File: src/rtl/wavegen_pkg.sv
// wavegen_pkg: shared encodings for the multi-channel wave computer
package wavegen_pkg;
  localparam int LUT_AW = 12;
  localparam int LUT_DW = 10;
  typedef enum logic [1:0] {SINE = 2'd0, SQUARE = 2'd1, SAW = 2'd2, TRI = 2'd3} wave_t;
  typedef enum logic [1:0] {CFG_AMP = 2'd0, CFG_INC = 2'd1, CFG_LOAD = 2'd2, CFG_MODE = 2'd3} cfg_sel_t;
  typedef enum logic [1:0] {IDLE = 2'd0, RUN = 2'd1, DRAIN = 2'd2} state_t;
endpackage

File: src/rtl/multi_wave_compute_if.sv
// multi_wave_compute_if: frame request, config and mixed-sample bus
interface multi_wave_compute_if #(
  parameter int NCH = 4,
  parameter int OW = 16
);
  logic sample_req;
  logic cfg_we;
  logic [$clog2(NCH)-1:0] cfg_ch;
  logic [1:0] cfg_sel;
  logic [15:0] cfg_data;
  logic busy;
  logic out_valid;
  logic signed [OW-1:0] out_sample;
  logic overrun;
  modport master (
    output sample_req, cfg_we, cfg_ch, cfg_sel, cfg_data,
    input busy, out_valid, out_sample, overrun
  );
  modport slave (
    input sample_req, cfg_we, cfg_ch, cfg_sel, cfg_data,
    output busy, out_valid, out_sample, overrun
  );
endinterface

File: src/rtl/sinetable.sv
// sinetable: 4096-point signed sine lookup, half wave mirrored by the address MSB
module sinetable
  import wavegen_pkg::*;
(
  input logic [LUT_AW-1:0] addr,
  output logic signed [LUT_DW-1:0] data
);
  logic [10:0] y;
  logic [31:0] u;
  logic [31:0] den;
  logic [31:0] mag;
  // rational half-wave approximation; scale factors chosen so pi cancels out
  always_comb begin
    y = addr[10:0];
    u = {21'd0, y} * (32'd2048 - {21'd0, y});
    den = 32'd5242880 - u;
    mag = (32'd2044 * u + (den >> 1)) / den;
    data = addr[11] ? -LUT_DW'(mag) : LUT_DW'(mag);
  end
endmodule

File: src/rtl/wave_shape_gen.sv
// wave_shape_gen: maps the top phase bits and a wave mode to a 10-bit signed sample
module wave_shape_gen
  import wavegen_pkg::*;
(
  input logic [LUT_AW-1:0] ph,
  input wave_t mode,
  output logic signed [LUT_DW-1:0] w
);
  logic signed [LUT_DW-1:0] sine;
  logic msb;
  logic [9:0] t;
  sinetable u_sine (.addr(ph), .data(sine));
  // select the requested shape; triangle folds around the phase MSB
  always_comb begin
    msb = ph[11];
    t = ph[10:1];
    w = mode == SINE ? sine
      : mode == SQUARE ? (msb ? -10'sd511 : 10'sd511)
      : mode == SAW ? {~msb, ph[10:2]}
      : (msb ? 10'(10'd511 - t) : 10'(t - 10'd512));
  end
endmodule

File: src/rtl/multi_wave_compute.sv
// multi_wave_compute: time-multiplexed NCH-channel wave generator with saturated mix
module multi_wave_compute
  import wavegen_pkg::*;
#(
  parameter int NCH = 4,
  parameter int PW = 16,
  parameter int AW = 16,
  parameter int OW = 16
) (
  input logic clk,
  input logic reset_n,
  multi_wave_compute_if.slave bus
);
  localparam int CW = $clog2(NCH);
  localparam int KW = CW < 2 ? 2 : CW;
  localparam int MW = OW + CW + 1;
  localparam int PRW = AW + 10;
  localparam int SH = AW + 9 - OW;
  localparam logic signed [MW-1:0] SMAX = MW'((2 ** (OW - 1)) - 1);
  localparam logic signed [MW-1:0] SMIN = MW'(-(2 ** (OW - 1)));
  logic [PW-1:0] acc [NCH];
  logic [PW-1:0] inc [NCH];
  logic signed [AW-1:0] amp [NCH];
  wave_t mode [NCH];
  logic [NCH-1:0] en;
  state_t state, state_n;
  logic [KW-1:0] cnt, cnt_n;
  logic [CW-1:0] ch;
  logic start, issue;
  logic signed [LUT_DW-1:0] w, w1;
  logic signed [AW-1:0] amp1;
  logic signed [PRW-1:0] prod2;
  logic signed [OW-1:0] term, sat, out_sample;
  logic signed [MW-1:0] mix, mix_n;
  logic l1, l2, out_valid, overrun;
  assign ch = cnt[CW-1:0];
  assign bus.busy = state != IDLE;
  assign bus.out_valid = out_valid;
  assign bus.out_sample = out_sample;
  assign bus.overrun = overrun;
  wave_shape_gen u_shape (.ph(acc[ch][PW-1 -: LUT_AW]), .mode(mode[ch]), .w(w));
  // frame sequencing, S3 scaling and output saturation
  always_comb begin
    start = state == IDLE && bus.sample_req;
    issue = state == RUN;
    state_n = start ? RUN
      : (issue && cnt == KW'(NCH - 1)) ? DRAIN
      : (state == DRAIN && cnt == KW'(2)) ? IDLE
      : state;
    cnt_n = (state_n != state || state == IDLE) ? '0 : cnt + KW'(1);
    term = OW'(prod2 >>> SH);
    mix_n = mix + MW'(term);
    sat = mix_n > SMAX ? OW'(SMAX) : mix_n < SMIN ? OW'(SMIN) : OW'(mix_n);
  end
  // state register and channel counter
  always_ff @(posedge clk or negedge reset_n)
    if (!reset_n) begin
      state <= IDLE;
      cnt <= '0;
    end else begin
      state <= state_n;
      cnt <= cnt_n;
    end
  // per-channel config and phase advance; a same-cycle load overrides the increment
  always_ff @(posedge clk or negedge reset_n)
    if (!reset_n) begin
      for (int i = 0; i < NCH; i++) begin
        acc[i] <= '0;
        inc[i] <= '0;
        amp[i] <= '0;
        mode[i] <= SINE;
      end
      en <= '0;
    end else begin
      if (issue && en[ch]) acc[ch] <= acc[ch] + inc[ch];
      if (bus.cfg_we && {1'b0, bus.cfg_ch} < (CW + 1)'(NCH))
        case (bus.cfg_sel)
          CFG_AMP: amp[bus.cfg_ch] <= AW'(bus.cfg_data);
          CFG_INC: inc[bus.cfg_ch] <= PW'(bus.cfg_data);
          CFG_LOAD: acc[bus.cfg_ch] <= PW'({bus.cfg_data, PW'(0)} >> 16);
          CFG_MODE: begin
            mode[bus.cfg_ch] <= wave_t'(bus.cfg_data[1:0]);
            en[bus.cfg_ch] <= bus.cfg_data[2];
          end
        endcase
    end
  // shared pipeline: S1 shape capture, S2 multiply, S3 accumulate and publish
  always_ff @(posedge clk or negedge reset_n)
    if (!reset_n) begin
      w1 <= '0;
      amp1 <= '0;
      prod2 <= '0;
      l1 <= 1'b0;
      l2 <= 1'b0;
      mix <= '0;
      out_sample <= '0;
      out_valid <= 1'b0;
      overrun <= 1'b0;
    end else begin
      w1 <= issue && en[ch] ? w : '0;
      amp1 <= amp[ch];
      prod2 <= PRW'(amp1) * PRW'(w1);
      l1 <= issue && cnt == KW'(NCH - 1);
      l2 <= l1;
      mix <= start ? '0 : mix_n;
      out_valid <= l2;
      if (l2) out_sample <= sat;
      overrun <= bus.sample_req && state != IDLE;
    end
endmodule

File: src/flat_wrapper.sv
// flat-port wrapper written by rule: the top's interface ports become plain ports
module multi_wave_compute_flat import wavegen_pkg::*;
#(
  parameter int NCH = 4,
  parameter int PW = 16,
  parameter int AW = 16,
  parameter int OW = 16
)
  (clk, reset_n, bus_sample_req, bus_cfg_we, bus_cfg_ch, bus_cfg_sel, bus_cfg_data, bus_busy, bus_out_valid, bus_out_sample, bus_overrun);
  multi_wave_compute_if #(.NCH(NCH), .OW(OW)) bus_i ();
  input logic clk;
  input logic reset_n;
  input wire logic [$bits(bus_i.sample_req)-1:0] bus_sample_req;
  input wire logic [$bits(bus_i.cfg_we)-1:0] bus_cfg_we;
  input wire logic [$bits(bus_i.cfg_ch)-1:0] bus_cfg_ch;
  input wire logic [$bits(bus_i.cfg_sel)-1:0] bus_cfg_sel;
  input wire logic [$bits(bus_i.cfg_data)-1:0] bus_cfg_data;
  output wire logic [$bits(bus_i.busy)-1:0] bus_busy;
  output wire logic [$bits(bus_i.out_valid)-1:0] bus_out_valid;
  output wire logic [$bits(bus_i.out_sample)-1:0] bus_out_sample;
  output wire logic [$bits(bus_i.overrun)-1:0] bus_overrun;
  assign bus_i.sample_req = bus_sample_req;
  assign bus_i.cfg_we = bus_cfg_we;
  assign bus_i.cfg_ch = bus_cfg_ch;
  assign bus_i.cfg_sel = bus_cfg_sel;
  assign bus_i.cfg_data = bus_cfg_data;
  assign bus_busy = bus_i.busy;
  assign bus_out_valid = bus_i.out_valid;
  assign bus_out_sample = bus_i.out_sample;
  assign bus_overrun = bus_i.overrun;
  multi_wave_compute #(.NCH(NCH), .PW(PW), .AW(AW), .OW(OW)) u_core (.clk(clk), .reset_n(reset_n), .bus(bus_i));
endmodule
File: config.mk
export PLATFORM = sky130hd
export DESIGN_NAME = multi_wave_compute_flat
export DESIGN_NICKNAME = d
export VERILOG_FILES = /design/src/rtl/wavegen_pkg.sv /design/src/rtl/multi_wave_compute_if.sv /design/src/rtl/sinetable.sv /design/src/rtl/wave_shape_gen.sv /design/src/rtl/multi_wave_compute.sv /design/src/flat_wrapper.sv
export SDC_FILE = /design/constraint.sdc
export NUM_CORES = 2
export LEC_CHECK = 0
export BUFFER_PORTS_ARGS = -buffer_cell sky130_fd_sc_hd__buf_2
export CORE_UTILIZATION = 50
export CTS_CLUSTER_SIZE = 28
export DETAILED_ROUTE_END_ITERATION = 8
export PLACE_DENSITY_LB_ADDON = 0.08
export SYNTH_ARGS = -nofsm -noshare
export SYNTH_HDL_FRONTEND = slang
export SYNTH_SLANG_ARGS = --single-unit
File: constraint.sdc
create_clock -name clk -period 105.2 [get_ports clk]
set_clock_uncertainty 0.05 [all_clocks]
set_input_delay 10.52 -clock clk [delete_from_list [all_inputs] [get_ports clk]]
set_output_delay 10.52 -clock clk [all_outputs]
set_load 0.05 [all_outputs]
==> Word level (Yosys, flattened, before mapping) <==
Cells that the tools add are included.
{ "totals": {"reg_bits": 298, "in_bits": 24} }
{ "classes": {"addsub": 9, "n_mul": 3, "n_div": 1, "n_lt_le_gt_ge": 9, "n_eq_ne": 10, "muxes": 45, "bitwise_logic": 3, "n_reduce_logical": 16} }
{ "ops": {"columns": ["operator", "count"], "rows": [
  ["bitwise mux 64 bit", 4],
  ["two-way mux 64 bit", 3],
  ["two-way mux 16 bit", 10],
  ["binary-select mux 16 bit (select 2 bit)", 3],
  ["two-way mux 10 bit", 7],
  ["demux 16 bit (select 2 bit)", 2],
  ["adder 32 x 31 -> 32 bit", 1],
  ["divider 32 x 32 -> 32 bit", 1],
  ["multiplier 11 x 32 -> 32 bit", 1],
  ["multiplier 9 x 32 -> 30 bit (first input constant)", 1],
  ["subtractor 23 x 32 -> 32 bit (first input constant)", 1],
  ["multiplier 16 x 10 -> 25 bit", 1],
  ["adder 19 x 16 -> 19 bit", 1],
  ["> comparator 19 x 16 -> 1 bit (second input constant)", 1],
  ["< comparator 19 x 16 -> 1 bit (second input constant)", 1],
  ["two-way mux 19 bit", 1],
  ["adder 16 bit", 1],
  ["two-way mux 2 bit", 7],
  ["subtractor 12 x 11 -> 13 bit (first input constant)", 1],
  ["equality test 2 bit (second input constant)", 6],
  ["negation 10 bit", 1],
  ["subtractor 10 bit (second input constant)", 1],
  ["subtractor 9 x 10 -> 10 bit (first input constant)", 1],
  ["bitwise mux 8 bit", 1],
  ["other kinds (20)", 38]
]} }

==> Logic depth before layout (Yosys ltp) <==
{ "logic_depth": {"depth_word": 13, "depth_mapped": 472} }

==> Hierarchy <==
Synthesis repeated with hierarchy kept, for this count alone.
{ "hier_totals": {"cells_unflattened": 7412, "area_unflattened_um2": 59564.6} }
{ "modules_own_cells": {"columns": ["module", "instances", "cells_per_inst", "area_each_um2", "seq_area_each_um2"], "rows": [
  ["sinetable", 1, 5595, 39984.6, 0.0],
  ["multi_wave_compute", 1, 1759, 19227.2, 7231.9],
  ["wave_shape_gen", 1, 58, 352.8, 0.0]
]} }

==> Worst setup path after synthesis <==
OpenSTA, ideal clock, no wires.
{ "synth_path": {"path_type": "flip-flop to flip-flop", "startpoint": "register u_core.cnt[1] (netlist: u_core.ch[1])", "endpoint": "register u_core.w1[8]", "setup_ns": 0.137, "t_arrival_ns": 92.566, "required_ns": 105.013, "path_slack_ns": 12.447, "path_stages_with_launch": 449, "path_buffers": 60, "period_less_slack_ns": 92.753, "path_cell_list": "dfrtp_1 -> buf_2 -> mux2_4 -> o21ai_4 -> clkbuf_1 -> ha_1 -> nor3b_1 -> ha_1 -> buf_1 -> nor2_1 -> fa_1 -> fa_1 -> fa_1 -> fa_1 -> inv_1 -> fa_1 -> inv_1 -> ha_1 -> [413 not listed] -> ha_1 -> a21boi_0 -> o21a_1 -> o21a_1 -> o21a_1 -> o21a_1 -> o21ai_0 -> nand2b_1 -> a21oi_1 -> o31ai_1 -> a221oi_1 -> nor3_1 -> a211oi_1 -> ha_1 -> nand2_1 -> o31ai_1 -> xnor2_1 -> a21oi_1"} }
{ "synth_between": {"elab_chain_len": 13, "word_cells_on_any_way": 29, "cone_classes": "add/sub (6); mul (2); div (1); eq/ne (2); mux (15); bitwise (1); reduce/logical (2)"} }
{ "synth_lines": {"columns": ["element", "line", "rtl"], "rows": [
  ["start: declaration", "multi_wave_compute.sv:27", "logic [KW-1:0] cnt, cnt_n;"],
  ["start signal: assignment", "multi_wave_compute.sv:62", "cnt <= cnt_n;"],
  ["NOT 2 -> 3 bit (not written as such)", "multi_wave_compute.sv:41", "wave_shape_gen u_shape (.ph(acc[ch][PW-1 -: LUT_AW]), .mode(mode[ch]), .w(w));"],
  ["binary-select mux 16 bit (select 2 bit)", "multi_wave_compute.sv:41", null],
  ["two-way mux 16 bit (not written as such) (2 in a row)", "multi_wave_compute.sv:41", null],
  ["subtractor 12 x 11 -> 13 bit", "sinetable.sv:15", "u = {21'd0, y} * (32'd2048 - {21'd0, y});"],
  ["multiplier 11 x 32 -> 32 bit", "sinetable.sv:15", null],
  ["multiplier 9 x 32 -> 30 bit or subtractor 23 x 32 -> 32 bit (tied branches)", "sinetable.sv:17, sinetable.sv:16", null],
  ["adder 32 x 31 -> 32 bit", "sinetable.sv:17", "mag = (32'd2044 * u + (den >> 1)) / den;"],
  ["divider 32 x 32 -> 32 bit", "sinetable.sv:17", null],
  ["negation 10 bit", "sinetable.sv:18", "data = addr[11] ? -LUT_DW'(mag) : LUT_DW'(mag);"],
  ["two-way mux 10 bit", "sinetable.sv:18", null],
  ["two-way mux 10 bit", "wave_shape_gen.sv:17", "w = mode == SINE ? sine"],
  ["two-way mux 10 bit *", "multi_wave_compute.sv:100", "w1 <= issue && en[ch] ? w : '0;"],
  ["end signal: assignment", "multi_wave_compute.sv:100", null],
  ["end: declaration", "multi_wave_compute.sv:30", "logic signed [LUT_DW-1:0] w, w1;"]
]} }
Mark *: on every way between the ends. The rest lies on a longest branch, timed or not. The select of a mux whose other input is x is not followed.
A chain may end at the register's enable or synchronous reset.

==> Final worst setup path <==
{ "layout_path": {"startpoint": "register u_core.cnt[0] (netlist: u_core.ch[0])", "endpoint": "register u_core.w1[8]"} }
Same word-level chain as after synthesis.

==> qor.csv <==
metric;value;unit
Rel. slew slack;0.851;%
clock-pin transition on the worst setup and hold timing paths;0.07;ns
R2R depth;409;
DRC;0;
share of cells above drive strength 1;9.46;%
CP startpoint kind;flop;
TritonCTS clock tree;built;
clock tree sinks;289;
DRT iter0 DRCs;5110;
filler instances;11200;
final hold violation count;0;
hold buffer count at cts;0;
core area;117000;sq um
Worst Hold Path Cells;1;
maxcap violations;1;
post-layout min period;99.13;ns
Routed Antenna Nets;0;
Worst path most repeated cell;ha_1;
RR Startpoint;u_core.ch[0]$_DFF_PN0_;
PortBufs;42;
WL final;204000;microns
Ports;43;
Area Growth Syn to Fin;5.81;%
clk_lat worst skew;0.58;ns
CP max stage delay;0.80;ns
Post-Synthesis Cells;7364;
vias per std cell;6.25;
number of enable flip-flop cells after synthesis;0;
Yosys reg bits;289;
max-slew violations;0;
Starting Density;50.7;%
total grt overflow;0;
ratio of final minimum period to clock period;94.2;%
main flop type after synthesis;dfrtp_1;
min-delay worst type;reg2reg;
synthesized cell area;59300;sq um
CP required;105.56;ns
YS warnings;0;
f_max;0.0101;GHz
Final Setup Violations;0;
initial antenna violation count;3;
Final Instance Area;62700;sq um
CTS root buf;clkbuf_16;
largest net degree at the start of global routing;81;
Seq/Total Area, Yosys;12.2;%
via count;55400;
Max Root-Sink Buffers;3;
Worst Tran Pin Value;1.49;ns
first-pass GRT wire length;315000;microns
CTS Buf Count;28;
CP top delay family;compound AO/OA/AOI/OAI gates;
Async SR Flop Fraction;100;%
layout net count;8469;
die area;120000;sq um
status;complete, but fails checks;
DR WL/cell;23.0;microns
CP max FO;41;
violated checks;capacitance limit;
worst min-delay path endpoint;u_core.bus.out_sample[6]$_DFFE_PN0P_;
CP endpoint kind;flop;
row count;125;
Post-DP Area;61300;sq um
Crit Path Category;reg2reg;
Slowest cell on crit path;mux4_2;
DR pass1 iterations;6;
die width;346;microns
H-tree depth;1;
Distinct cells, synth;119;
routability cong.;0.999;
hold path start;u_core.bus.out_sample[6]$_DFFE_PN0P_;
GRT Overall Usage;33.3;%
R2R setup slack;6.07;ns
hpwl dp;160000;microns
chip height;346;microns
CP Buf/Inv Count;25;
number of global-route vias before repair;53300;
Syn Area/Cell;8.05;sq um
Worst R2R End;u_core.w1[8]$_DFF_PN0_;
arrival time worst endpoint;99.48;ns
==> layout by cell type (no fill, tap or decap), types with 34 or more instances in the layout <==
| cell type | count |
|---|---|
| buf_2 | 41 |
| or2_2 | 55 |
| o21ai_1 | 38 |
| and3_1 | 64 |
| xnor2_1 | 310 |
| buf_4 | 120 |
| mux2_2 | 224 |
| fa_1 | 322 |
| o21ai_0 | 394 |
| a21oi_1 | 498 |
| or3_1 | 75 |
| nor4_1 | 34 |
| o211ai_1 | 37 |
| and2_1 | 120 |
| a211oi_1 | 36 |
| nor3_1 | 181 |
| o21a_1 | 155 |
| mux4_2 | 42 |
| dfrtp_1 | 287 |
| nand2b_1 | 125 |
| a31oi_1 | 82 |
| nand2_1 | 650 |
| nand4_1 | 69 |
| nor2b_1 | 102 |
| mux2i_1 | 85 |
| nor2_1 | 654 |
| xor2_1 | 166 |
| a21o_1 | 206 |
| o21bai_1 | 51 |
| ha_1 | 799 |
| inv_1 | 615 |
| nand3_1 | 126 |
==> cell families (layout without fill, tap and decap cells) <==
kind of cell	count (synthesis)	after routing	synth area share (%)
flops	289	289	12.2
other cells	2	14	0.0127
simple gates	2369	2370	19.2
xor+xnor	481	481	7.18
fa+ha+maj	1121	1121	27.8
compound gates	1875	1875	20.6
mux	353	353	7.33
buf+inv	874	844	5.68
==> worst max-delay path by stage <==
stage                           startpoint                      to  cells past startpoint
finish              u_core.ch[0]$_DFF_PN0_  u_core.w1[8]$_DFF_PN0_                    409
CTS                 u_core.ch[0]$_DFF_PN0_  u_core.w1[8]$_DFF_PN0_                    408
floorplan           u_core.ch[1]$_DFF_PN0_  u_core.w1[8]$_DFF_PN0_                    448
global route        u_core.ch[1]$_DFF_PN0_  u_core.w1[8]$_DFF_PN0_                    412
detailed placement  u_core.ch[0]$_DFF_PN0_  u_core.w1[8]$_DFF_PN0_                    405
global placement    u_core.ch[0]$_DFF_PN0_  u_core.w1[8]$_DFF_PN0_                    404
==> per-stage QoR <==
stage                     setup slack (ns)  hold slack [ns]  instances  TNS (ns)  utilization (%)
final                                 6.07            0.444       8871         0             53.7
after global routing                -0.102            0.456       8869    -0.152             53.7
after CTS                            0.275            0.447       8848         0             53.3
after detailed placement             -1.58            0.432       8797     -8.99             52.4
after global placement                1.15            0.425       8797         0             52.4
after floorplan                      12.45            0.281       7374         0                -
==> routing by layer <==
layer	routed length [microns]	up-vias	GRT usage, %
met5	13	-	0
met4	6400	2	8.52
met3	16000	334	4.49
met2	87500	2187	51.2
met1	93800	26900	48.6
li1	-	26000	-
==> flip-flops by register name, indices dropped and copies added, names as in the netlist, 2 cells and up <==
name and count:
u_core.amp 64, u_core.bus.out_sample 16, u_core.mix 19, u_core.prod2 16
u_core.ch 2, u_core.mode 8, u_core.en 4, u_core.w1 10
u_core.amp1 16, u_core.inc 64, u_core.state 2, u_core.acc 64
==> layout make-up <==
cell class / instances / area, sq um / area share [%]
Clock inverter: 13 / 133 / 0.212
Sequential cell: 289 / 7240 / 11.5
Multi-Input combinational cell: 6212 / 49100 / 78.2
Timing Repair Buffer: 168 / 1200 / 1.91
Antenna cell: 2 / 5.00 / 0.00798
Tap cell: 1524 / 1910 / 3.04
Clock buffer: 38 / 810 / 1.29
Inverter: 625 / 2350 / 3.75
==> cell usage after synthesis (all sizes together) (87+ instances only) <==
cell,n,share of area [%]
o21a,156,2.0
nor3,189,1.7
ha,799,17
mux2,225,4.3
nor2,670,4.3
inv,623,3.9
o21ai,442,3.8
xor2,168,2.5
fa,322,11
xnor2,311,4.6
a21oi,506,4.3
a21o,207,2.6
nor2b,102,1.1
dfrtp,289,12
clkbuf,189,1.2
nand2,656,4.2
and2,121,1.3
nand2b,126,1.3
a31oi,87,0.93
nand3,127,1.1
==> repair_timing <==
| item | CTS | global route |
|---|---|---|
| endpoints found under the setup margin | 10 | 10 |
| endpoints found under the hold margin | 0 | 0 |
| resized for setup | 9 | 72 |
| pin swaps | 0 | 7 |
| cloned | 0 | 1 |
| buffers inserted | 0 | 20 |
Power is not shown: default switching activity piles up to over one toggle a cycle in this logic, so the estimate is an artifact.
